`src/rtl/imem_loader.sv`:
```
// imem_loader: assembles a framed byte stream into 16-bit words for a 16-entry instruction memory, holding the CPU in reset while loading.
// Define IMEM_LOADER_CHECKSUM_EN to add a trailing XOR checksum byte and the error flag.
module imem_loader (
    input  logic        clk,
    input  logic        reset,
    input  logic        start,
    input  logic        in_valid,
    input  logic [7:0]  in_byte,
    output logic        in_ready,
    output logic        wr_en,
    output logic [3:0]  wr_addr,
    output logic [15:0] wr_data,
    output logic        cpu_hold,
    output logic        done,
    output logic        error
);
    typedef enum logic [2:0] {IDLE, COUNT, HI, LO, CHK, FIN, DONE} state_e;
    state_e state_q, state_d;
    logic [3:0] cnt_q, cnt_d, addr_q, addr_d, wr_addr_q, wr_addr_d;
    logic [7:0] hi_q, hi_d;
    logic [15:0] wr_data_q, wr_data_d;
    logic rdy_q, rdy_d, wr_en_q, wr_en_d, hold_q, hold_d, done_q, done_d;
    logic xfer, last_word, bad;
    assign xfer = in_valid && rdy_q;
    // COUNT of 0 means 16 words, so 0 - 1 wraps to 15 and still marks the last word
    assign last_word = addr_q == cnt_q - 4'd1;
`ifdef IMEM_LOADER_CHECKSUM_EN
    localparam state_e LO_EXIT = CHK;
    logic [7:0] chk_q, chk_d;
    logic err_q, err_d;
    // XOR over COUNT, data and CHK bytes is zero for a good frame
    assign bad = chk_q != 8'h00;
    always_comb begin
        chk_d = chk_q;
        err_d = err_q;
        if (start && (state_q == IDLE || state_q == DONE)) err_d = 1'b0;
        else if (state_q == FIN) err_d = bad;
        if (xfer) chk_d = (state_q == COUNT) ? in_byte : chk_q ^ in_byte;
    end
    always_ff @(posedge clk or posedge reset) begin
        if (reset) begin
            chk_q <= 8'h00;
            err_q <= 1'b0;
        end else begin
            chk_q <= chk_d;
            err_q <= err_d;
        end
    end
    assign error = err_q;
`else
    localparam state_e LO_EXIT = FIN;
    assign bad = 1'b0;
    assign error = 1'b0;
`endif
    always_comb begin
        state_d = state_q;
        cnt_d = cnt_q;
        addr_d = addr_q;
        hi_d = hi_q;
        wr_en_d = 1'b0;
        wr_addr_d = wr_addr_q;
        wr_data_d = wr_data_q;
        hold_d = hold_q;
        done_d = done_q;
        case (state_q)
            IDLE, DONE: if (start) begin
                state_d = COUNT;
                hold_d = 1'b1;
                done_d = 1'b0;
            end
            COUNT: if (xfer) begin
                state_d = HI;
                cnt_d = in_byte[3:0];
                addr_d = 4'd0;
            end
            HI: if (xfer) begin
                state_d = LO;
                hi_d = in_byte;
            end
            LO: if (xfer) begin
                state_d = last_word ? LO_EXIT : HI;
                wr_en_d = 1'b1;
                wr_addr_d = addr_q;
                wr_data_d = {hi_q, in_byte};
                addr_d = addr_q + 4'd1;
            end
            CHK: if (xfer) state_d = FIN;
            FIN: begin
                state_d = DONE;
                done_d = 1'b1;
                hold_d = bad;
            end
            default: state_d = IDLE;
        endcase
    end
    assign rdy_d = state_d inside {COUNT, HI, LO, CHK};
    always_ff @(posedge clk or posedge reset) begin
        if (reset) begin
            state_q <= IDLE;
            cnt_q <= 4'd0;
            addr_q <= 4'd0;
            hi_q <= 8'h00;
            rdy_q <= 1'b0;
            wr_en_q <= 1'b0;
            wr_addr_q <= 4'd0;
            wr_data_q <= 16'h0000;
            hold_q <= 1'b1;
            done_q <= 1'b0;
        end else begin
            state_q <= state_d;
            cnt_q <= cnt_d;
            addr_q <= addr_d;
            hi_q <= hi_d;
            rdy_q <= rdy_d;
            wr_en_q <= wr_en_d;
            wr_addr_q <= wr_addr_d;
            wr_data_q <= wr_data_d;
            hold_q <= hold_d;
            done_q <= done_d;
        end
    end
    assign in_ready = rdy_q;
    assign wr_en = wr_en_q;
    assign wr_addr = wr_addr_q;
    assign wr_data = wr_data_q;
    assign cpu_hold = hold_q;
    assign done = done_q;
endmodule
```
`config.mk`:
```
export PLATFORM = sky130hd
export DESIGN_NAME = imem_loader
export DESIGN_NICKNAME = d
export VERILOG_FILES = /design/src/rtl/imem_loader.sv
export SDC_FILE = /design/constraint.sdc
export NUM_CORES = 1
export LEC_CHECK = 0
export ABC_AREA = 1
export BUFFER_PORTS_ARGS = -buffer_cell sky130_fd_sc_hd__buf_2
export CORE_MARGIN = 5
export CORE_UTILIZATION = 47
export CTS_BUF_LIST = sky130_fd_sc_hd__clkbuf_2
export CTS_CLUSTER_DIAMETER = 50
export DETAILED_ROUTE_END_ITERATION = 10
export PLACE_DENSITY = 0.7
export RECOVER_POWER = 50
export SYNTH_ARGS = -nofsm -noshare
export SYNTH_HDL_FRONTEND = slang
export SYNTH_SLANG_ARGS = --single-unit
```
`constraint.sdc`:
```
create_clock -name clk -period 2.1 [get_ports clk]
set_input_delay 0 -clock clk [delete_from_list [all_inputs] [get_ports clk]]
set_output_delay 0 -clock clk [all_outputs]
set_load 0.05 [all_outputs]
```
Word level (Yosys, flattened, before mapping)
Index checks and enable logic that the tools add are counted.
Operators by class
  order comparisons: 0
  multipliers: 0
  reduce and logical (&&, ||, !) cells: 11
  $add $sub $neg: 2
  divide/modulo/power cells: 0
  equal/unequal tests: 14
  multiplexer cells: 16
  bitwise operators: 0
  shift operators: 0
Operators by type and width (count)
  $mux 3: 6
  $pmux 3 s6: 1
  $eq 3x2->1 const B: 4
  $eq 3x3->1 const B: 4
  $mux 4: 2
  $pmux 4 s2: 1
  $reduce_and 2->1: 4
  $eq 3x1->1 const B: 2
  $ne 2x2->1 const B: 3
  $add 4x1->4 const B: 1
  $eq 4x4->1: 1
  $mux 1: 4
  $pmux 1 s2: 2
  $reduce_bool 2->1: 2
  $reduce_bool 4->1: 1
  $sub 4x1->4 const B: 1
  $logic_not 3->1: 1
  $reduce_and 3->1: 1
  $reduce_or 2->1: 1
  $logic_and 1x1->1: 1
Storage, ports and cells
  bits in writable memories: 0
  memories kept: 0
  latch bits: 0
  word-level logic and storage cells: 53
  bits of input ports: 12
  memory bits (read-only): 0
  register bits after elaboration: 43

Longest topological paths before layout
  depth after elaboration: 7
  mapped depth: 18
  gate-level depth less buffers: 18

Worst setup path after synthesis
Ideal clock, no wire load.
  path type: register -> register
  from: reg rdy_q (netlist: in_ready)
  to: reg rdy_q (netlist: in_ready)
  cell stages (with the launch flop): 12
  clock period less this slack: 1.590 ns
  setup time: 0.113 ns
  path slack: 0.510 ns
  arrival time: 1.477 ns
  path through: dfrtp_1 nand2_1 inv_1 nand2_1 o221ai_1 nor2_1 nand2_1 nand2_1 nand2_1 nand2_1 nand2_1 inv_1
Between the ends
  cells in the longest elaborated chain, start to end: 5
  elaborated cells between the ends (all ways): 11
  those cells by class: eq/ne: 4; mux: 5; reduce/logical: 2
RTL lines
  start: declaration: line 22  | logic rdy_q, rdy_d, wr_en_q, wr_en_d, hold_q, hold_d, done_q, done_d;
  start signal: assignment: line 114  | rdy_q <= rdy_d;
  $logic_and 1x1->1 (*): line 24  | assign xfer = in_valid && rdy_q;
  $mux 3, on equally long branches
  $pmux 3 s6 (*): line 65  | case (state_q)
  $eq 3x1->1 (tied with other cells): line 96  | assign rdy_d = state_d inside {COUNT, HI, LO, CHK};
  $reduce_bool 4->1 (*): line 96
  net rdy_d: line 22
The timed path passes the listed nets; every way through them passes the cells marked *.
A chain may end at the register's enable or synchronous reset.

Worst setup path in the final report
  from: reg cnt_q[0]
  to: reg rdy_q (netlist: in_ready)
Between the ends
  cells in the longest elaborated chain, start to end: 7
  elaborated cells between the ends (all ways): 10
  those cells by class: add/sub: 1; eq/ne: 5; mux: 3; reduce/logical: 1
RTL lines
  start: declaration: line 19  | logic [3:0] cnt_q, cnt_d, addr_q, addr_d, wr_addr_q, wr_addr_d;
  start signal: assignment: line 111  | cnt_q <= cnt_d;
  $sub 4x1->4 (*): line 26  | assign last_word = addr_q == cnt_q - 4'd1;
  $eq 4x4->1 (*): line 26
  $mux 3 (*): line 81  | state_d = last_word ? LO_EXIT : HI;
  $mux 3 (*): line 80  | LO: if (xfer) begin
  $pmux 3 s6 (*): line 65
  $eq 3x1->1 (tied with other cells): line 96
  $reduce_bool 4->1 (*): line 96
  net rdy_d: line 22
Marked as above.

==> summary.txt <==
Final Hold Violating Endpoints: 0
Post-synth top area cell: dfrtp_1
#FFs+latches synth: 43
Pre-antenna DRT Iters: 4
Slew margin rel.: 31.3%
Slew Viols, Final: 0
Max rail drop VDD: 854 uV
Synth Cell Area: 1910 sq um
Commonest non-fill, non-tap cell in the layout: nand2_1
Max Fclk: 571 MHz
Synth warn: 0
Max_cap viols: 0
Max clock buf depth: 2
Post-synthesis net count: 240
Clk root buf: clkbuf_2
Status: finished, final reports clean
Row cnt: 23
Starting DRT DRC Count: 69
Startpoint Class: register
CP max-delay cell: dfrtp_1
CP endpoint kind: register
Clk sinks: 43
Routed wire length: 3860 um
Total via count in the routed design: 1536
Cells after Synth: 225
DR WL/cell: 11.9 um
Fraction of the yosys area taken by sequential cells: 56.3%
Worst setup path class: reg2reg
Vias/cell: 4.74
# DRC: 0
Gr ovfl total: 0
Initial antenna violation count: 0
Final period utilization: 83.3%
Setup Viol. Count Final: 0
Core Area: 3970 sq um
PwrDens: 1500 nW/um^2
Combinational fraction of design power: 45.2%
Final setup margin: 0.350 ns
Setup Skew: 0.0257 ns
P_sw: 1.61 mW
Hold WC Path Type: in2reg
Post-route ant nets: 0
Post-DP HPWL: 2760 um
Number of distinct library cells after synthesis: 30
Worst path bufs/invs: 2
Worst EP required: 2.42 ns
IO Port Bufs: 35
Worst-Skew Late Latency: 0.41 ns
Share of the synthesized area in the top cell type: 54.9%
Fillers: 372
Reg clk slew, reported paths: 0.22 ns
H-tree lvl count: 2
NumNets Final: 288
Crit path cell chain: inv_1 > ha_1 > xor2_1 > nand2_1 > nor2_1 > nand2_1 > nand2_1 > nand2_1 > nand2_1 > nand2_1 > nand2_1 > nand2_1 > nand2_1 > inv_1
GR Util All Layers: 15.8%
PostCTS Resize Cnt: 0
Switch share: 46.4%
Share of cells above drive strength 1: 17.9%
Worst-path fanout max: 4
Leakage: 1.28 nW
Initial Utilization: 48.2%
Top delay family on crit path: simple AND/OR/NAND/NOR gates
WP data arrival: 2.07 ns
Clock Power Share: 17.0%
Layout area overhead: 20.9%
CTS tree: done
Post-CTS Setup Inserts: 0
# diodes: 0
Most frequent cells in the layout: nand2_1 (83), dfrtp_1 (42), buf_2 (23)
Area of the die: 5450 sq um
CTS Buf Count: 5
Syn avg cell area: 8.50 sq um
Number of top-level pins: 37
Die width: 73.8 um
Pre-CTS setup slack: 0.354 ns
Worst path max stage delay: 0.42 ns
Internal Pwr Total: 1.86 mW
Worst Max-Slew Pin Slew: 1.03 ns
Largest net degree at the start of global routing: 44
CTS hold repair buffers: 10
Tmin final: 1.75 ns
Vias in the first global route: 1513
Die height: 73.8 um
Most used cell, CP: nand2_1
Placer Congestion: 0.842
Top post-synthesis cells by area: dfrtp_1 (55%), nand2_1 (16%), o21ai_0 (5.8%)
Setup total negative slack: 0 ns
RSZ-0062 raised after global routing: no
Seq pwr share: 37.8%
First-pass GRT wire length: 6620 um
-- routing by layer --
layer / share of wire (%) / track usage [%] / vias up
li1: - / - / 792
met3: 5.7 / 3.97 / 10
met4: 2.8 / 7.04 / 0
met1: 46 / 18.5 / 699
met5: 0 / 0 / -
met2: 46 / 27.2 / 35
-- layout make-up --
cell class	instances	area (sq um)	area share (%)
Tap cell	50	62.6	2.71
Sequential cell	43	1080	46.6
Timing Repair Buffer	47	273	11.8
Clock inverter	3	67.6	2.92
Clock buffer	5	25.0	1.08
Inverter	29	110	4.76
Multi-Input combinational cell	147	697	30.1
-- cell usage after synthesis --
| cell type | count |
|---|---|
| nand2_1 | 83 |
| dfrtp_1 | 42 |
| inv_1 | 22 |
| o21ai_0 | 22 |
| nor2_1 | 10 |
| nand3_1 | 6 |
| inv_2 | 5 |
| nand2_2 | 4 |
| clkbuf_1 | 3 |
| ha_1 | 3 |
| a21oi_1 | 2 |
| buf_2 | 2 |
| nor3_2 | 2 |
| o21ai_1 | 2 |
| xor2_1 | 2 |
| a21o_1 | 1 |
| buf_4 | 1 |
| clkinv_1 | 1 |
| clkinv_2 | 1 |
| conb_1 | 1 |
| dfstp_2 | 1 |
| nand3_2 | 1 |
| nor2_2 | 1 |
| nor3_1 | 1 |
| nor3_4 | 1 |
| nor4_1 | 1 |
| o21a_1 | 1 |
| o21bai_1 | 1 |
| o221ai_1 | 1 |
| xnor2_1 | 1 |
-- registers in the layout, summed over array words and instances (netlist names) --
signal,cells
addr_q,4
cnt_q,4
cpu_hold,1
done,1
hi_q,8
in_ready,1
state_q,3
wr_addr,4
wr_data,16
wr_en,1
-- cell families after synthesis --
group	after synthesis	synth area share (%)
AO/OA/AOI/OAI	30	8.44
other	1	0.196
XOR/XNOR	3	1.37
AND/OR/NAND/NOR	110	24.5
buffers and inverters	35	7.26
adder cells (fa/ha/maj)	3	1.96
flip-flops	43	56.3
-- power by group through the flow --
stage | Sequential (mW) | Combinational (mW) | Clock (mW)
5_1_grt | 1.34 | 1.75 | 0.637
3_3_place_gp | 1.32 | 1.57 | 0
3_5_place_dp | 1.33 | 1.59 | 0
4_1_cts | 1.31 | 1.61 | 0.602
6_report | 1.31 | 1.57 | 0.589
2_1_floorplan | 1.85 | 0.705 | 0
-- stage by stage --
step                      hold slack, ns  std cells  cell area, sq um  util, %  total power, mW
after floorplan                    0.121        225              1910        -             2.56
after global placement             0.163        306              2140     53.8             2.88
after detailed placement           0.160        306              2140     53.8             2.92
after CTS                         0.0420        324              2330     58.7             3.52
after global routing              0.0768        324              2310     58.2             3.73
final                             0.0600        324              2310     58.2             3.47
-- worst reg2reg max path, stage by stage (launching register included) --
cell and delay [ns]:
dfrtp_1 0.42, inv_1 0.12, ha_1 0.26, xor2_1 0.16
nand2_1 0.06, nor2_1 0.10, nand2_1 0.08, nand2_1 0.08
nand2_1 0.05, nand2_1 0.08, nand2_1 0.07, nand2_1 0.07
nand2_1 0.04, nand2_1 0.05, inv_1 0.04
-- path summary, 6_finish.rpt --
check,from,endpoint,slack (ns),depth (start not counted)
min,in_valid,cnt_q[1]$_DFFE_PP0P_,0.06,5
min in group asynchronous,reset,wr_data[3]$_DFFE_PP0P_,0.41,4
max in group asynchronous,reset,state_q[1]$_DFF_PP0_,1.05,4
max reg2reg,cnt_q[0]$_DFFE_PP0P_,in_ready$_DFF_PP0_,0.35,14
min reg2reg,hi_q[1]$_DFFE_PP0P_,wr_data[9]$_DFFE_PP0P_,0.50,2
max,cnt_q[0]$_DFFE_PP0P_,in_ready$_DFF_PP0_,0.35,14
No activity file was read; power rests on OpenSTA's default activity.
